<file path="config.mk">
export PLATFORM = sky130hd
export DESIGN_NAME = slow_timer
export DESIGN_NICKNAME = d
export VERILOG_FILES = /design/src/rtl/slow_timer.sv
export SDC_FILE = /design/constraint.sdc
export NUM_CORES = 1
export LEC_CHECK = 0
export ABC_CLOCK_PERIOD_IN_PS = 3040
export CORE_UTILIZATION = 40
export DETAILED_ROUTE_END_ITERATION = 10
export PLACE_DENSITY_LB_ADDON = 0.25
export SLEW_MARGIN = 20
export SYNTH_ARGS = -nofsm -noshare
export SYNTH_HDL_FRONTEND = slang
export SYNTH_SLANG_ARGS = --single-unit
</file>
<file path="constraint.sdc">
create_clock -name CLK -period 3.04 [get_ports CLK]
set_input_delay 0.304 -clock CLK [delete_from_list [all_inputs] [get_ports CLK]]
set_output_delay 0.304 -clock CLK [all_outputs]
set_load 0.01 [all_outputs]
</file>
<file path="src/rtl/slow_timer.sv">
// slow_timer: holds the CPU on the slow clock for a programmable time after a slow-device access.
// Ports:
//   CLK, nPOR            clock (rising edge) and asynchronous active-low reset
//   BACT                 bus cycle active
//   IACKCS..SndCS        device selects, valid while BACT is high
//   SlowIACK..SlowSnd    per-device slow enables
//   SlowClockGate        allows ClockGate while slow
//   SlowTimeout[3:0]     hold reload value in Tick units
//   Tick                 single-cycle timebase strobe
//   SlowAck              clock switcher reports the slow clock is running
//   SlowReq              registered request for the slow clock (SWITCH or SLOW)
//   ClockGate            registered SlowClockGate while in SLOW
//   SlowCount[3:0]       remaining hold count
module slow_timer (
  input  logic       CLK,
  input  logic       nPOR,
  input  logic       BACT,
  input  logic       IACKCS,
  input  logic       VIACS,
  input  logic       IWMCS,
  input  logic       SCCCS,
  input  logic       SCSICS,
  input  logic       SndCS,
  input  logic       SlowIACK,
  input  logic       SlowVIA,
  input  logic       SlowIWM,
  input  logic       SlowSCC,
  input  logic       SlowSCSI,
  input  logic       SlowSnd,
  input  logic       SlowClockGate,
  input  logic [3:0] SlowTimeout,
  input  logic       Tick,
  input  logic       SlowAck,
  output logic       SlowReq,
  output logic       ClockGate,
  output logic [3:0] SlowCount
);
  typedef enum logic [1:0] {FAST, SWITCH, SLOW, RELEASE} state_t;
  state_t state, stateNext;
  logic BACTr, armed, slowHit, slowStart;
  logic [3:0] countNext;
  assign slowHit = (IACKCS && SlowIACK) || (VIACS && SlowVIA) || (IWMCS && SlowIWM) ||
                   (SCCCS && SlowSCC) || (SCSICS && SlowSCSI) || (SndCS && SlowSnd);
  // armed stays low for the first cycle after reset so a BACT already high
  // when nPOR rises is not mistaken for a fresh access start
  assign slowStart = armed && BACT && !BACTr && slowHit;
  always_comb begin
    stateNext = state;
    countNext = SlowCount;
    case (state)
      FAST: if (slowStart) begin
        stateNext = SWITCH;
        countNext = SlowTimeout;
      end
      SWITCH: begin
        if (slowStart) countNext = SlowTimeout;
        if (SlowAck) stateNext = SLOW;
      end
      SLOW: if (slowStart) countNext = SlowTimeout;
        else if (!BACT) begin
          if (SlowCount == 4'd0) stateNext = RELEASE;
          else if (Tick) countNext = SlowCount - 4'd1;
        end
      RELEASE: if (slowStart) begin
        stateNext = SWITCH;
        countNext = SlowTimeout;
      end else if (!SlowAck) stateNext = FAST;
      default: stateNext = FAST;
    endcase
  end
  always_ff @(posedge CLK or negedge nPOR)
    if (!nPOR) begin
      state <= FAST;
      SlowCount <= 4'd0;
      BACTr <= 1'b0;
      armed <= 1'b0;
      SlowReq <= 1'b0;
      ClockGate <= 1'b0;
    end else begin
      state <= stateNext;
      SlowCount <= countNext;
      BACTr <= BACT;
      armed <= 1'b1;
      SlowReq <= (stateNext == SWITCH) || (stateNext == SLOW);
      ClockGate <= SlowClockGate && (state == SLOW);
    end
endmodule

</file>
==> impl_metrics.py <==
metrics = {
    "status": {
        "status": "complete, no violations",
    },
    "drt": {
        "drtAntennaViolNets": 0,
        "via_count": 535,
        "via_per_inst": 5.632,
        "top_layer": "met4",
        "drtPass1Iterations": 4,
        "met2_wirelength_microns": 655,
        "wl_met1_microns": 529,
        "drt_iter0_drc": 16,
        "routed_wirelength_microns": 1284,
        "drc": 0,
        "wl_met3_microns": 91,
        "wire_per_inst_microns": 13.52,
    },
    "power_and_ir_drop": {
        "peakVddDrop_mv": 0.3032,
        "p_per_area_nw_per_um2": 715.2,
        "power.leakage_nw": 0.3444,
        "power.total_uw": 601.4,
    },
    "timing": {
        "max-slew-margin-rel_pct": 62.06,
        "worst_slack_ns": 1.416,
        "tightest_slew_ns": 0.5673,
        "drv_slew": 0,
        "fin_crit_sh_pct": 53.43,
        "skew_ns": 0.003336,
        "finalHoldViolations": 0,
        "final_period_minus_worst_setup_slack_ns": 1.624,
        "fin_tns_setup_ns": 0,
        "finalSetupViolations": 0,
        "rsz0062_at_grt": "no",
        "fmax_mhz": 615.7,
    },
    "setup_path": {
        "crit_fanout": 12,
        "start_kind": "input pin",
        "path_cells": "clkdlybuf4s50_1 > nand3b_1 > a31oi_2 > nand2_1 > a31o_2",
        "max_stage_delay_ns": 0.51,
        "setup.reg_to_reg.worst_slack_ns": 1.54,
        "cp.arrival_ns": 1.77,
        "crit_path_end_kind": "flip-flop",
        "worstSetupPathType": "input pin to flip-flop",
        "cpMaxStageDelayCell": "clkdlybuf4s50_1",
        "required_ns": 3.19,
    },
    "clock_network": {
        "cts_made_buffers": 3,
        "clkLatencyLatePin_ns": 0.26,
        "cts_tree": "done",
        "cts_max_path_buffers": 2,
        "post_cts_buffers": 0,
        "clkSinkCount": 10,
        "h-tree-depth": 1,
        "clock-root-buffer": "clkbuf_4",
        "clk_pin_slew_ns": 0.06,
        "hold_buffers": 0,
        "post_cts_resized": 0,
    },
    "logic_synthesis": {
        "ys_warn_count": 0,
        "synthTopCellsByArea": "dfrtp_1 46%, a22oi_1 4.2%, inv_1 3.5%, nor3_1 2.8%, nand2_1 2.8%",
        "syn_avg_cell_area_sq_um": 10.42,
        "syn_area_sq_um": 541.8,
        "yosysMostFrequentCell": "dfrtp_1",
        "syn_nets": 75,
        "yosys.cell_types.count": 31,
        "synth-seq-cells": 10,
        "synth_edf_count": 0,
        "ys.flop_type": "dfrtp_1",
        "syn-instance-count": 52,
        "synth_seq_area_share_pct": 46.19,
        "yosys.area.top_type_share_pct": 46.19,
        "yosys-top-cells-count": "10 x dfrtp_1, 5 x inv_1, 4 x nand2_1",
        "synthArstFlopShare_pct": 100.0,
        "synth_area_leader_cell": "dfrtp_1",
    },
    "placement": {
        "gp_congestion": 0.7398,
        "hpwl_microns": 1019,
        "pre_cts_ws_ns": 1.150,
        "io_buffers": 27,
    },
    "floorplanning": {
        "die_w_microns": 38.80,
        "start_util_pct": 45.68,
        "ioPinCount": 28,
        "die_area_sq_um": 1505,
        "core_area_sq_um": 1186,
        "die_y_microns": 38.80,
        "fp-row-count": 12,
    },
    "layout": {
        "diodes": 0,
        "drive_gt1_share_pct": 11.11,
        "syn2layout_area_growth_pct": 55.20,
        "finalNetCount": 106,
    },
    "min_path": {
        "hp-class": "input pin to asynchronous set/reset pin",
    },
    "grt": {
        "gr-usage-all-layers_pct": 21.33,
        "grt_antenna_before_repair": 0,
        "grt_max_degree": 13,
        "grt_overflow_total": 0,
        "grt_pass1_vias": 549,
        "grt_pass1_wl_microns": 2132,
    },
    "job": {
        "maxCapViolCount": 0,
    },
}
## cell families after synthesis
logic type / count (synthesis) / synth area share (%)
adder cells (fa/ha/maj): 1 / 2.309
other: 1 / 0.6922
AO/OA/AOI/OAI: 16 / 24.94
flip-flops: 10 / 46.19
AND/OR/NAND/NOR: 18 / 20.32
buffers and inverters: 6 / 5.543
## area by class of cell
type,instances,area (sq um)
inverters,5,18.77
multi-input cells,36,261.5
well taps,14,17.52
repair buffers,27,270.3
clock buffers,3,22.52
fillers,99,345.3
flip-flops and latches,10,250.2
## sequential cells by signal, indices dropped and copies added, names as in the netlist
register / flops
BACTr: 1
state: 2
SlowCount: 4
ClockGate: 1
armed: 1
SlowReq: 1
## critical path: cells and delay by family
family | cells | cell delay (ns)
compound gates | 2 | 0.74
simple gates | 2 | 0.22
buf+inv | 1 | 0.51
## cell usage in the layout, fill, tap and decap left out
master           count
a211oi_1             1
a21o_2               1
a221o_1              1
a221oi_1             1
a22oi_1              3
a2bb2oi_1            1
a31o_2               1
a31oi_2              1
and2_1               1
and2b_2              1
and4bb_1             1
clkbuf_4             3
clkdlybuf4s50_1     27
conb_1               1
dfrtp_1             10
ha_1                 1
inv_1                5
nand2_1              4
nand2b_1             1
nand3_1              1
nand3b_1             1
nor2_1               1
nor2b_1              1
nor3_1               3
nor3_2               1
nor3b_1              1
nor4_1               1
o21a_4               1
o21ai_0              2
o221ai_1             1
o22ai_1              1
o31ai_1              1
## path summary, 6_finish.rpt
kind,from,to,cells past startpoint
max,BACT,state[1],5
min,nPOR,SlowCount[0],1
max reg2reg,SlowCount[0],SlowCount[1],6
min reg2reg,SlowCount[0],SlowCount[0],1
max in group asynchronous,nPOR,state[1],1
min in group CLK,BACT,BACTr,1
## stage by stage
stage          hold WS [ns]  utilization [%]  instances  area, sq um
2_1_floorplan      0.008409                -         52        541.8
3_3_place_gp         0.5781            68.99         92        818.3
3_5_place_dp         0.5859            68.99         92        818.3
4_1_cts              0.3671            70.89         95        840.8
5_1_grt              0.3921            70.89         95        840.8
6_report             0.3513            70.89         95        840.8
## power breakdown
group	switching (mW)	internal [mW]
registers	0.0622	0.181
logic	0.107	0.162
clock network	0.0426	0.0456
## metal layers
metal | vias up | track usage, %
li1 | 254 | -
met1 | 246 | 23.55
met2 | 33 | 37.08
met3 | 2 | 5.202
met4 | 0 | 11.21
met5 | - | 0
Note: power is estimated with default switching activity, not from simulation.
